## src/rtl/pad_in_filter_pkg.sv

```systemverilog
// Shared types and constants for the pad input conditioning bank.
// Per-pad edge events are carried as a small packed struct.
package pad_in_filter_pkg;

  localparam int unsigned DefCntWidth = 4;
  localparam int unsigned SyncStages  = 2;

  typedef logic [DefCntWidth-1:0] cnt_t;

  typedef struct packed {
    logic rise;
    logic fall;
  } pad_evt_t;

  // Edge classification between the current and the next filtered value.
  function automatic pad_evt_t edge_of(input logic cur, input logic nxt);
    pad_evt_t evt;
    evt.rise = ~cur & nxt;
    evt.fall = cur & ~nxt;
    return evt;
  endfunction

endpackage

```

## src/rtl/pad_in_filter_bit.sv

```systemverilog
// One pad: input gating, 2-flop synchronizer, optional debounce counter,
// registered rise/fall pulses and sticky write-1-clear event status.
module pad_in_filter_bit
  import pad_in_filter_pkg::*;
#(
  parameter int unsigned CntWidth = DefCntWidth,
  parameter logic        ResetVal = 1'b0
) (
  input  logic                clk_i,
  input  logic                rst_ni,
  input  logic                pad_in_i,
  input  logic                pad_ie_i,
  input  logic                filt_en_i,
  input  logic [CntWidth-1:0] thresh_i,
  input  logic                evt_clr_i,
  output logic                filt_o,
  output logic                rise_o,
  output logic                fall_o,
  output logic                rise_sts_o,
  output logic                fall_sts_o
);

  localparam logic [CntWidth-1:0] CntOne = CntWidth'(1);

  logic                  gated;
  logic [SyncStages-1:0] sync_q;
  logic                  sync_out;

  logic                  filt_q, filt_d;
  logic [CntWidth-1:0]   cnt_q, cnt_d;
  logic [CntWidth-1:0]   thr_eff;
  logic [CntWidth-1:0]   thr_last;

  pad_evt_t              evt_q, evt_d;
  pad_evt_t              sts_q, sts_d;

  // Gate before the first flop so a disabled (floating) pad reads a clean 0.
  assign gated    = pad_in_i & pad_ie_i;
  assign sync_out = sync_q[SyncStages-1];

  always_ff @(posedge clk_i or negedge rst_ni) begin
    if (!rst_ni) begin
      sync_q <= {SyncStages{ResetVal}};
    end else begin
      sync_q <= {sync_q[SyncStages-2:0], gated};
    end
  end

  // A threshold of 0 behaves as 1; compare against T-1 so the update
  // lands on the T-th consecutive differing sample.
  assign thr_eff  = (thresh_i == '0) ? CntOne : thresh_i;
  assign thr_last = thr_eff - CntOne;

  always_comb begin
    filt_d = filt_q;
    cnt_d  = cnt_q;
    if (!filt_en_i) begin
      filt_d = sync_out;
      cnt_d  = '0;
    end else if (sync_out == filt_q) begin
      cnt_d  = '0;
    end else if (cnt_q >= thr_last) begin
      filt_d = sync_out;
      cnt_d  = '0;
    end else begin
      cnt_d  = cnt_q + CntOne;
    end
  end

  always_comb begin
    evt_d      = edge_of(filt_q, filt_d);
    // An event arriving with a clear keeps the status set.
    sts_d.rise = (sts_q.rise & ~evt_clr_i) | evt_d.rise;
    sts_d.fall = (sts_q.fall & ~evt_clr_i) | evt_d.fall;
  end

  always_ff @(posedge clk_i or negedge rst_ni) begin
    if (!rst_ni) begin
      filt_q <= ResetVal;
      cnt_q  <= '0;
      evt_q  <= '0;
      sts_q  <= '0;
    end else begin
      filt_q <= filt_d;
      cnt_q  <= cnt_d;
      evt_q  <= evt_d;
      sts_q  <= sts_d;
    end
  end

  assign filt_o     = filt_q;
  assign rise_o     = evt_q.rise;
  assign fall_o     = evt_q.fall;
  assign rise_sts_o = sts_q.rise;
  assign fall_sts_o = sts_q.fall;

endmodule

```

## src/rtl/pad_in_filter.sv

```systemverilog
// Bank of independent pad input conditioners sharing a single debounce
// threshold; each pad is one pad_in_filter_bit instance.
module pad_in_filter
  import pad_in_filter_pkg::*;
#(
  parameter int unsigned NumPads  = 8,
  parameter int unsigned CntWidth = DefCntWidth,
  parameter logic        ResetVal = 1'b0
) (
  input  logic                clk_i,
  input  logic                rst_ni,
  input  logic [NumPads-1:0]  pad_in_i,
  input  logic [NumPads-1:0]  pad_ie_i,
  input  logic [NumPads-1:0]  filt_en_i,
  input  logic [CntWidth-1:0] thresh_i,
  input  logic [NumPads-1:0]  evt_clr_i,
  output logic [NumPads-1:0]  filt_o,
  output logic [NumPads-1:0]  rise_o,
  output logic [NumPads-1:0]  fall_o,
  output logic [NumPads-1:0]  rise_sts_o,
  output logic [NumPads-1:0]  fall_sts_o
);

  for (genvar i = 0; i < NumPads; i++) begin : g_pad
    pad_in_filter_bit #(
      .CntWidth (CntWidth),
      .ResetVal (ResetVal)
    ) u_bit (
      .clk_i      (clk_i),
      .rst_ni     (rst_ni),
      .pad_in_i   (pad_in_i[i]),
      .pad_ie_i   (pad_ie_i[i]),
      .filt_en_i  (filt_en_i[i]),
      .thresh_i   (thresh_i),
      .evt_clr_i  (evt_clr_i[i]),
      .filt_o     (filt_o[i]),
      .rise_o     (rise_o[i]),
      .fall_o     (fall_o[i]),
      .rise_sts_o (rise_sts_o[i]),
      .fall_sts_o (fall_sts_o[i])
    );
  end

endmodule
```

## config.mk

```make
export PLATFORM = sky130hd
export DESIGN_NAME = pad_in_filter
export DESIGN_NICKNAME = d
export VERILOG_FILES = /design/src/rtl/pad_in_filter_pkg.sv /design/src/rtl/pad_in_filter_bit.sv /design/src/rtl/pad_in_filter.sv
export SDC_FILE = /design/constraint.sdc
export NUM_CORES = 1
export LEC_CHECK = 0
export ABC_AREA = 1
export BUFFER_PORTS_ARGS = -buffer_cell sky130_fd_sc_hd__buf_2
export CAP_MARGIN = 20
export CORE_UTILIZATION = 45
export DETAILED_ROUTE_END_ITERATION = 8
export PLACE_DENSITY = 0.65
export SLEW_MARGIN = 10
export SYNTH_ARGS = -nofsm -noshare
export SYNTH_HDL_FRONTEND = slang
export SYNTH_HIERARCHICAL = 1
export SYNTH_SLANG_ARGS = --single-unit
```

## constraint.sdc

```tcl
create_clock -name clk_i -period 3.3 [get_ports clk_i]
set_clock_uncertainty 0.2 [all_clocks]
set_input_delay 0.495 -clock clk_i [delete_from_list [all_inputs] [get_ports clk_i]]
set_output_delay 0.495 -clock clk_i [all_outputs]
set_load 0.02 [all_outputs]
```

## After elaboration in Yosys (flattened, before gate mapping)

Cells that the tools add are included.
Widths: inputs -> output; s select.

- Mux-type cells: 49
- $add $sub $neg: 9
- Magnitude comparators: 8
- Reductions and logical operators: 1
- Eq/ne operators: 8
- Bitwise logic cells: 80

Operators by type and width:

| cell | number |
|---|---|
| $mux 4 | 25 |
| $and 1x1->1 | 40 |
| $add 4x1->4 const B | 8 |
| $ge 4x4->1 | 8 |
| $mux 1 | 24 |
| $not 1->1 | 24 |
| $or 1x1->1 | 16 |
| $eq 1x1->1 | 8 |
| $logic_not 4->1 | 1 |
| $sub 4x1->4 const B | 1 |

- Register bits after elaboration: 88
- Output and inout port bits: 40
- Word-level logic and storage cells: 211

## Logic depth before layout (Yosys ltp)

Gate-level depths: netlist of run 1.

- Depth in word-level cells: 10
- Mapped depth: 14
- Mapped depth without buffers: 14

## By module

Netlist of run 1, hierarchy kept.

By module, submodules not included:

| module | seq. area each (sq um) | area an instance (sq um) | times used | cells an instance |
|---|---|---|---|---|
| pad_in_filter_bit | 275.3 | 568.0 | 8 | 65 |

## Worst setup path before layout of run 1

OpenSTA, ideal clock, no wires.

- Path kind: input -> register
- From: in thresh_i[1]
- To: reg g_pad[0].u_bit.sts_q, in the netlist g_pad[0].u_bit/rise_sts_o
- Setup time: 0.121 ns
- Arrival time: 1.540 ns
- Setup slack: 1.438 ns
- Required time: 2.979 ns
- Buffers on the path: 0
- Stages: 11
- Cells stage by stage: nor2_1 nand2_1 nand3_1 nand2_1 nand2_1 inv_1 ha_1 a211oi_4 nand2_4 nand2_1 o21ai_1

RTL lines:

| what | line | source |
|---|---|---|
| start: declaration | pad_in_filter.sv:15 | `input logic [CntWidth-1:0] thresh_i,` |
| end signal: assignment | pad_in_filter_bit.sv:87 | `sts_q <= sts_d;` |
| end: declaration | pad_in_filter_bit.sv:35 | `pad_evt_t sts_q, sts_d;` |

==> results of run 1 <==
[timing repair]
action / in CTS / in global routing
hold buffers: 1 / 0
resized for setup: 0 / 0
endpoints found under the hold margin: 42 / 0
[synthesized netlist by cell type]
cell type	number	area, sq um
o21ai_1	16	80.1
inv_1	128	480
nand2_2	8	50.1
nand4_1	8	50.1
nand2_1	96	360
ha_1	32	400
nor2_1	40	150
xor2_1	8	70.1
dfrtp_1	88	2200
o21a_1	8	60.1
o21ai_0	8	40.0
a211oi_4	8	160
nand3_1	32	160
nor3_1	24	120
xnor2_1	8	70.1
nand2_4	8	90.1
[worst paths after layout]
kind	endpoint	slack, ns	from
max in group asynchronous	g_pad[1].u_bit/cnt_q[3]$_DFF_PN0_	1.79	rst_ni
worst max-delay path	g_pad[1].u_bit/rise_sts_o$_DFF_PN0_	1.35	thresh_i[3]
worst min register to register	g_pad[6].u_bit/sync_q[1]$_DFF_PN0_	0.16	g_pad[6].u_bit/sync_q[0]$_DFF_PN0_
worst max register to register	g_pad[6].u_bit/fall_sts_o$_DFF_PN0_	1.67	g_pad[6].u_bit/cnt_q[3]$_DFF_PN0_
worst min-delay path	g_pad[2].u_bit/rise_sts_o$_DFF_PN0_	0.10	evt_clr_i[2]
min in group asynchronous	g_pad[0].u_bit/fall_sts_o$_DFF_PN0_	0.45	rst_ni
[stage by stage]
step | instances | utilization [%] | total power [W] | hold WS (ns) | instance area [sq um]
after floorplan | 520 | - | 0.00151 | -0.000591 | 4540
final | 748 | 54.7 | 0.00249 | 0.102 | 5350
after global routing | 748 | 54.7 | 0.00263 | 0.0940 | 5350
after global placement | 731 | 52.4 | 0.00166 | 0.131 | 5120
after CTS | 748 | 54.7 | 0.00252 | 0.0911 | 5350
after detailed placement | 731 | 52.4 | 0.00168 | 0.137 | 5120
[layout make-up]
| cell class | instances | area share, % |
|---|---|---|
| clock buffers | 12 | 2.71 |
| clock inverters | 4 | 1.43 |
| inverters | 128 | 8.98 |
| multi-input cells | 304 | 34.8 |
| flip-flops and latches | 88 | 41.2 |
| well taps | 133 | 3.11 |
| repair buffers | 79 | 7.81 |
[state kept, by name (all words and copies together) (netlist names)]
name	cells
g_pad.u_bit/cnt_q	32
g_pad.u_bit/fall_o	8
g_pad.u_bit/fall_sts_o	8
g_pad.u_bit/filt_o	8
g_pad.u_bit/rise_o	8
g_pad.u_bit/rise_sts_o	8
g_pad.u_bit/sync_q	16
[layer usage]
layer  global-route usage (%)  vias to the layer above
li1                         -                     1774
met1                     20.4                     1559
met2                     28.5                       59
met3                     3.39                        9
met4                     6.81                        0
met5                        0                        -
[kinds of logic (layout without fill, tap and decap cells)]
logic type / after synthesis / after routing / synth area share [%]
AOI/OAI and AO/OA: 40 / 40 / 7.49
and+or+nand+nor: 216 / 216 / 21.6
DFF: 88 / 88 / 48.5
xor gates and xnor gates: 16 / 16 / 3.08
buffers and inverters: 128 / 223 / 10.6
adders and majority gates: 32 / 32 / 8.81
[critical path, delay by kind of cell]
| family | cells | cell delay [ns] |
|---|---|---|
| compound gates | 2 | 0.38 |
| simple gates | 7 | 0.62 |
| buf+inv | 2 | 0.28 |
| fa+ha+maj | 1 | 0.20 |
[where the power goes]
part / internal (W) / leakage, nW / switching, W
registers: 0.00115 / 1.17 / 0.0000453
clock network: 0.000451 / 0.107 / 0.000382
logic: 0.000155 / 1.88 / 0.000298
total: 0.00176 / 3.16 / 0.000725
==> flow_summary_export.csv, run 1 <==
group,metric,value,unit
timing,slew_headroom,62.5,%
setup_path,arrival,1.99,ns
timing,finalCritPeriodShare,59.1,%
placement,place.gp.congestion,0.791,
setup_path,startpoint_type,"primary input",
clock_tree,clk_path_buf_depth,2,
pwr,p_per_area,465,nW/um^2
worst_hold_path,holdPathStages,2,
detailed_routing,antenna_left,0,
setup_path,crit_type,"in2reg",
synthesis,yosysWarnings,6,
setup_path,r2r_cells,5,
floorplanning,initial_utilization,46.5,%
layout,multi_input_area,1860,sq um
synthesis,ys_types,16,
timing,setup-tns-final,0,ns
detailed_routing,avgViaCountPerCell,4.55,
clock_tree,cts_setup_buffers,0,
placement,place_ws,0.967,ns
detailed_routing,top_layer_used,"met4",
pwr,p_leak,3.16,nW
placement,dp_hpwl,5.96,mm
layout,areaGrowthSynthToFinish,17.7,%
floorplanning,io_pins,78,
setup_path,cp.required,3.34,ns
layout,fill_cells,918,
synthesis,ys_seq_area_share,48.5,%
floorplanning,dieArea,10500,sq um
global_route,first_global_vias,3266,
layout,n_antenna_cell,0,
detailed_routing,vias,3401,
floorplanning,dieHeight,102,um
timing,rsz0062_at_grt,"false",
synthesis,avgSynthCellArea,8.74,sq um
floorplanning,num_rows,36,
timing,fin_crit,1.95,ns
clock_tree,root_buffer,"clkbuf_8",
clock_tree,clock_sinks,88,
setup_path,cpMostUsedCell,"nand2_1",
layout,final_common_cell,"inv_1",
timing,fmax,513,MHz
setup_path,critPathSlowestCell,"a211oi_4",
setup_path,critPathMaxFanout,24,
clock_tree,cts_tree,"built",
layout,layout_common_cells,"inv_1, nand2_1, dfrtp_1",
global_route,grt_pass1_wl,13.7,mm
timing,finalSetupViolations,0,
synthesis,synth-seq-cells,88,
detailed_routing,drt_iter0_drc,83,
synthesis,synthCells,520,
clock_tree,cts_max_level,3,
clock_tree,clk_latency,0.36,ns
global_route,track_usage,16.6,%
detailed_routing,wl_per_cell,10.8,um
layout,layout-drive-gt1-share,18.9,%
run_status,outcome,"finished, final reports clean",
synthesis,syn-cell-area,4540,sq um
clock_tree,cts_made_buffers,9,
synthesis,syn-num-nets,590,
layout,layout.nets,680,
setup_path,path_cells,"buf_2, nor2_1, nand2_1, nand3_1, nand2_1, nand2_1, inv_1, ha_1, a211oi_4, nand2_4, nand2_1, o21ai_1",
detailed_routing,wl_met3,302,um
placement,io_buffers,77,
detailed_routing,drt_wl_total,8.09,mm
detailed_routing,wl_met2,3.90,mm
detailed_routing,drt_pass1_iterations,4,
timing,final_max_slew_viol_count,0,
timing,worstMarginPinSlew,0.562,ns
global_route,gr-total-overflow,0,
clock_tree,clk_pin_slew,0.09,ns
global_route,grt_max_degree,47,
floorplanning,die_w,102,um
setup_path,slowest_delay,0.31,ns
worst_hold_path,hp-class,"in2reg",
run,cap_violations,0,
timing,final_hold_viol_count,0,
timing,finalWorstSetupSlack,1.35,ns
setup_path,endpoint_kind,"register",
pwr,max-vdd-ir-drop,0.246,mV
detailed_routing,drc,0,
detailed_routing,m1WireLength,3.75,mm
floorplanning,coreArea,9770,sq um
global_route,antenna_found_initial,0,
layout,regArea,2200,sq um
Power figures use the tool's default switching activity.
==> run 2, diff against run 1 <==
Settings changed: PLACE_DENSITY 0.65 to 0.68.
Clock period 3.3 ns to 1.7 ns, I/O delays scaled along.
==> run 2 against run 1 <==
Sequential cell count is the same. Worst setup slack lost 1.3 ns. Register-to-register slack worse by 1.6 ns. Die area is the same. First-iteration DRC count up 16%. Count of clock-buffer cells in the layout is 1 higher. Largest power group unchanged.
==> flow_summary_export.csv, run 2 (synthesis results as in run 1) <==
group,metric,value,unit
timing,timing.hold.ws,0.0970,ns
run,cap_violations,0,
floorplanning,coreArea,9770,sq um
layout,largest_reg_flops,32,
floorplanning,io_pins,78,
floorplanning,dieArea,10500,sq um
layout,fill_cells,878,
placement,dp_hpwl,6.06,mm
layout,multi_input_area,1930,sq um
clock_tree,clk_path_buf_depth,2,
layout,fin_area,5850,sq um
timing,finalWorstSetupSlack,0.0952,ns
layout,final_core_util,59.8,%
clock_tree,clock_sinks,88,
worst_hold_path,holdPathStages,5,
clock_tree,cts_made_buffers,9,
layout,final_common_cell,"inv_1",
detailed_routing,drc,0,
global_route,first_global_vias,3620,
timing,slew_headroom,69.6,%
pwr,max-vdd-ir-drop,0.499,mV
clock_tree,root_buffer,"clkbuf_8",
timing,fin_crit,1.60,ns
clock_tree,clk_latency,0.36,ns
timing,rsz0062_at_grt,"false",
floorplanning,dieHeight,102,um
clock_tree,clk_pin_slew,0.08,ns
timing,worstMarginPinSlew,0.456,ns
setup_path,endpoint_kind,"register",
detailed_routing,drt_wl_total,8.39,mm
setup_path,cp.required,1.77,ns
floorplanning,initial_utilization,46.5,%
global_route,gr-total-overflow,0,
detailed_routing,vias,3636,
detailed_routing,antenna_left,0,
clock_tree,cts_setup_buffers,0,
pwr,power.total,0.00488,W
placement,place_ws,-0.404,ns
clock_tree,cts_tree,"built",
timing,finalCritPeriodShare,94.4,%
setup_path,r2r_end,"g_pad[1].u_bit/cnt_q[0]$_DFF_PN0_",
placement,io_buffers,77,
detailed_routing,drt_pass1_iterations,4,
setup_path,critPathMaxFanout,7,
setup_path,crit_type,"reg2reg",
timing,final_hold_viol_count,0,
layout,regMostFlops,"g_pad.u_bit/cnt_q",
layout,layout_common_cells,"inv_1, nand2_1, dfrtp_1",
timing,final_max_slew_viol_count,0,
floorplanning,num_rows,36,
global_route,grt_max_degree,89,
pwr,p_leak,3.36,nW
setup_path,startpoint_type,"register",
detailed_routing,wl_per_cell,10.5,um
setup_path,regToRegSetupSlack,0.1,ns
placement,place_area,5300,sq um
timing,finalSetupViolations,0,
global_route,grt_pass1_wl,14.9,mm
layout,layout.nets,728,
layout,n_antenna_cell,0,
run_status,outcome,"finished, final reports clean",
setup_path,regToRegStartpoint,"g_pad[1].u_bit/cnt_q[3]$_DFF_PN0_",
worst_hold_path,hp-class,"in2reg",
clock_tree,cts_max_level,3,
floorplanning,die_w,102,um
setup_path,r2r_cells,4,
pwr,p_per_area,834,nW/um^2
layout,regArea,2200,sq um
worst_hold_path,hold-path-endpoint,"g_pad[0].u_bit/cnt_q[1]$_DFF_PN0_",
detailed_routing,avgViaCountPerCell,4.57,
layout,layout-drive-gt1-share,22.5,%
global_route,track_usage,18.1,%
placement,place.gp.congestion,0.824,
global_route,antenna_found_initial,0,
layout,areaGrowthSynthToFinish,28.7,%
setup_path,arrival,1.67,ns
worst_hold_path,worstHoldStart,"filt_en_i[0]",
timing,fmax,623,MHz
layout,reg.largest.list,"g_pad.u_bit/cnt_q (32), g_pad.u_bit/sync_q (16)",
detailed_routing,drt_iter0_drc,96,
==> run 2: where the power goes <==
group,internal (W),switching (W)
registers,0.00224,0.0000905
clock network,0.000868,0.000704
logic,0.000379,0.000596
total,0.00349,0.00139
==> run 2: critical path: stages, from the launching register on <==
cell and delay [ns]:
dfrtp_1 0.40, ha_1 0.35, a211oi_4 0.28, nand2_4 0.10, nor3_1 0.18
==> run 2: layer usage <==
layer	track usage, %	part of all wire, %	vias up
met5	0	0	-
met2	32.5	51	63
met4	6.59	1.4	0
met3	4.14	3.5	11
met1	21.0	44	1690
li1	-	-	1872
==> run 2: how the worst max path moves through the flow <==
stage	from	cells past startpoint	end	slack, ns
6_report	g_pad[1].u_bit/cnt_q[3]$_DFF_PN0_	4	g_pad[1].u_bit/cnt_q[0]$_DFF_PN0_	0.1
2_1_floorplan	thresh_i[1]	11	g_pad[0].u_bit/rise_sts_o$_DFF_PN0_	0.08
5_1_grt	thresh_i[2]	12	g_pad[1].u_bit/fall_sts_o$_DFF_PN0_	0.003
4_1_cts	thresh_i[1]	9	g_pad[2].u_bit/rise_sts_o$_DFF_PN0_	0.01
3_3_place_gp	thresh_i[1]	9	g_pad[2].u_bit/rise_sts_o$_DFF_PN0_	-0.34
3_5_place_dp	thresh_i[3]	12	g_pad[7].u_bit/rise_sts_o$_DFF_PN0_	-0.40
==> run 2: stage by stage <==
stage | setup TNS, ns | cells
after floorplan | 0 | 520
after global placement | -19.46 | 755
after detailed placement | -24.12 | 755
after CTS | 0 | 796
after global routing | 0 | 796
final | 0 | 796
==> run 2: area by class of cell <==
type / count / area share (%)
clock buffers: 13 / 2.55
clock inverters: 3 / 1.11
inverters: 128 / 8.22
multi-input cells: 304 / 33.0
flip-flops and latches: 88 / 37.7
well taps: 133 / 2.85
repair buffers: 127 / 14.6
==> run 2: what timing repair did <==
item                       4_1_cts  5_1_grt
hold endpoints to repair       112        0
hold buffers                    25        0
resized for setup                1       16
setup endpoints to repair        3       68
pin swaps                        0        5
==> run 3, diff against run 2 <==
Settings changed: BUFFER_PORTS_ARGS -buffer_cell sky130_fd_sc_hd__buf_2 to -buffer_cell sky130_fd_sc_hd__buf_4, CORE_MARGIN set to 5.
==> run 3 against run 2 <==
Utilization up 1.6 points. Clock power is 8% higher. Via count shrank 0.77%. Critical endpoint is now g_pad[0].u_bit/cnt_q[3]$_DFF_PN0_. Highest routed layer unchanged.
==> flow_summary_export.csv, run 3 (synthesis results as in run 1) <==
group,metric,value,unit
run_status,outcome,"finished, final reports clean",
pwr,comb_power_share,20.7,%
setup_path,startpoint_type,"register",
setup_path,crit_type,"reg2reg",
pwr,p_per_area,843,nW/um^2
layout,reg.largest.list,"g_pad.u_bit/cnt_q (32), g_pad.u_bit/sync_q (16)",
pwr,switching_share,27.8,%
detailed_routing,avgViaCountPerCell,4.57,
worst_hold_path,hp-class,"in2reg",
floorplanning,dieArea,12200,sq um
layout,largest_reg_flops,32,
setup_path,cp.required,1.77,ns
detailed_routing,antenna_left,0,
timing,rsz0062_at_grt,"false",
clock_tree,root_buffer,"clkbuf_8",
timing,final_max_slew_viol_count,0,
floorplanning,num_rows,36,
clock_tree,clk_latency,0.37,ns
detailed_routing,drt_wl_total,8.87,mm
clock_tree,clock_sinks,88,
setup_path,crit_family,"flip-flops",
placement,place.gp.congestion,0.794,
pwr,seqPwrFrac,46.0,%
pwr,p_leak,3.38,nW
clock_tree,clk_pin_slew,0.08,ns
worst_hold_path,holdPathStages,5,
pwr,p_switching,0.00141,W
floorplanning,io_pins,78,
global_route,grt_pass1_wl,15.9,mm
setup_path,critPathSlowestCell,"dfrtp_1",
setup_path,critical_path_depth,4,
timing,final_hold_viol_count,0,
global_route,gr-total-overflow,0,
global_route,grt_max_degree,32,
setup_path,critPathMaxFanout,7,
run,cap_violations,0,
detailed_routing,vias,3608,
placement,io_buffers,77,
layout,layout-drive-gt1-share,21.5,%
clock_tree,cts_made_buffers,9,
global_route,track_usage,15.6,%
floorplanning,die_w,110,um
pwr,p_int,0.00367,W
clock_tree,cts_tree,"built",
timing,finalSetupViolations,0,
timing,fmax,620,MHz
pwr,power.total,0.00508,W
detailed_routing,wl_per_cell,11.2,um
layout,n_antenna_cell,0,
layout,layoutNonFillerInstCount,790,
detailed_routing,drt_pass1_iterations,4,
layout,final_common_cell,"inv_1",
setup_path,path_cells,"ha_1, a211oi_4, nand2_4, nor3_1",
setup_path,endpoint_kind,"register",
detailed_routing,drt_iter0_drc,102,
placement,post-place-cells,749,
placement,dp_hpwl,6.50,mm
floorplanning,initial_utilization,46.3,%
clock_tree,cts_max_level,3,
clock_tree,cts_setup_buffers,0,
layout,regMostFlops,"g_pad.u_bit/cnt_q",
setup_path,r2r_cells,4,
layout,areaGrowthSynthToFinish,32.7,%
timing,finalCritPeriodShare,94.9,%
layout,layout.nets,722,
timing,slew_headroom,74.8,%
setup_path,path_buf_inv,0,
floorplanning,coreArea,9820,sq um
setup_path,arrival,1.68,ns
timing,worstMarginPinSlew,0.378,ns
detailed_routing,drc,0,
global_route,first_global_vias,3708,
timing,fin_crit,1.61,ns
pwr,p_clk_share,33.4,%
setup_path,slowest_delay,0.40,ns
layout,layout_common_cells,"inv_1, nand2_1, buf_4",
pwr,max-vdd-ir-drop,0.514,mV
clock_tree,clk_path_buf_depth,2,
global_route,antenna_found_initial,0,
floorplanning,dieHeight,110,um
[run 3: area by class of cell]
class                           count  area [sq um]
Multi-Input combinational cell    304          1940
Tap cell                          133           166
Sequential cell                    88          2200
Fill cell                         850          3790
Clock inverter                      5           105
Timing Repair Buffer              121          1000
Inverter                          128           480
Clock buffer                       11           131
[run 3: per-stage QoR]
stage | area [sq um] | hold slack (ns) | utilization [%] | setup TNS, ns | setup WS [ns]
2_1_floorplan | 4540 | -0.241 | - | 0 | 0.0783
3_3_place_gp | 5460 | -0.00327 | 55.6 | -13.39 | -0.262
3_5_place_dp | 5460 | 0.00719 | 55.6 | -17.12 | -0.308
4_1_cts | 5940 | 0.0765 | 60.5 | 0 | 0.0630
5_1_grt | 6030 | 0.0896 | 61.4 | 0 | 0.0231
6_report | 6030 | 0.0973 | 61.4 | 0 | 0.0865
[run 3: worst paths after layout]
kind	from	end	slack, ns
max	g_pad[0].u_bit/cnt_q[3]$_DFF_PN0_	g_pad[0].u_bit/cnt_q[3]$_DFF_PN0_	0.09
min	filt_en_i[1]	g_pad[1].u_bit/cnt_q[1]$_DFF_PN0_	0.1
max reg2reg	g_pad[0].u_bit/cnt_q[3]$_DFF_PN0_	g_pad[0].u_bit/cnt_q[3]$_DFF_PN0_	0.09
min reg2reg	g_pad[6].u_bit/sync_q[0]$_DFF_PN0_	g_pad[6].u_bit/sync_q[1]$_DFF_PN0_	0.15
max in group asynchronous	rst_ni	g_pad[6].u_bit/cnt_q[0]$_DFF_PN0_	0.66
min in group asynchronous	rst_ni	g_pad[0].u_bit/fall_o$_DFF_PN0_	0.14
[run 3: layer usage]
metal	up-vias	part of all wire [%]	track usage (%)
met3	11	4.0	3.28
met4	0	2.0	7.72
met2	64	51	27.1
met5	-	0	0
met1	1672	43	18.2
li1	1861	-	-
[run 3: tightest hold or removal path, stage by stage]
cell and delay (ns):
buf_4 0.11, inv_1 0.08, a211oi_4 0.05, nand2_4 0.09, nor2_1 0.04
[run 3: timing repair]
action / CTS / global route
hold endpoints to repair: 112 / 0
resized for setup: 0 / 9
setup endpoints to repair: 0 / 24
hold buffers: 25 / 0
[run 3: power by group through the flow]
stage          Clock [W]  Combinational, W  Sequential, W
3_5_place_dp           0           0.00100        0.00238
6_report         0.00170           0.00105        0.00234
5_1_grt          0.00185           0.00119        0.00236
2_1_floorplan          0          0.000449        0.00249
4_1_cts          0.00177           0.00105        0.00234
3_3_place_gp           0          0.000979        0.00237
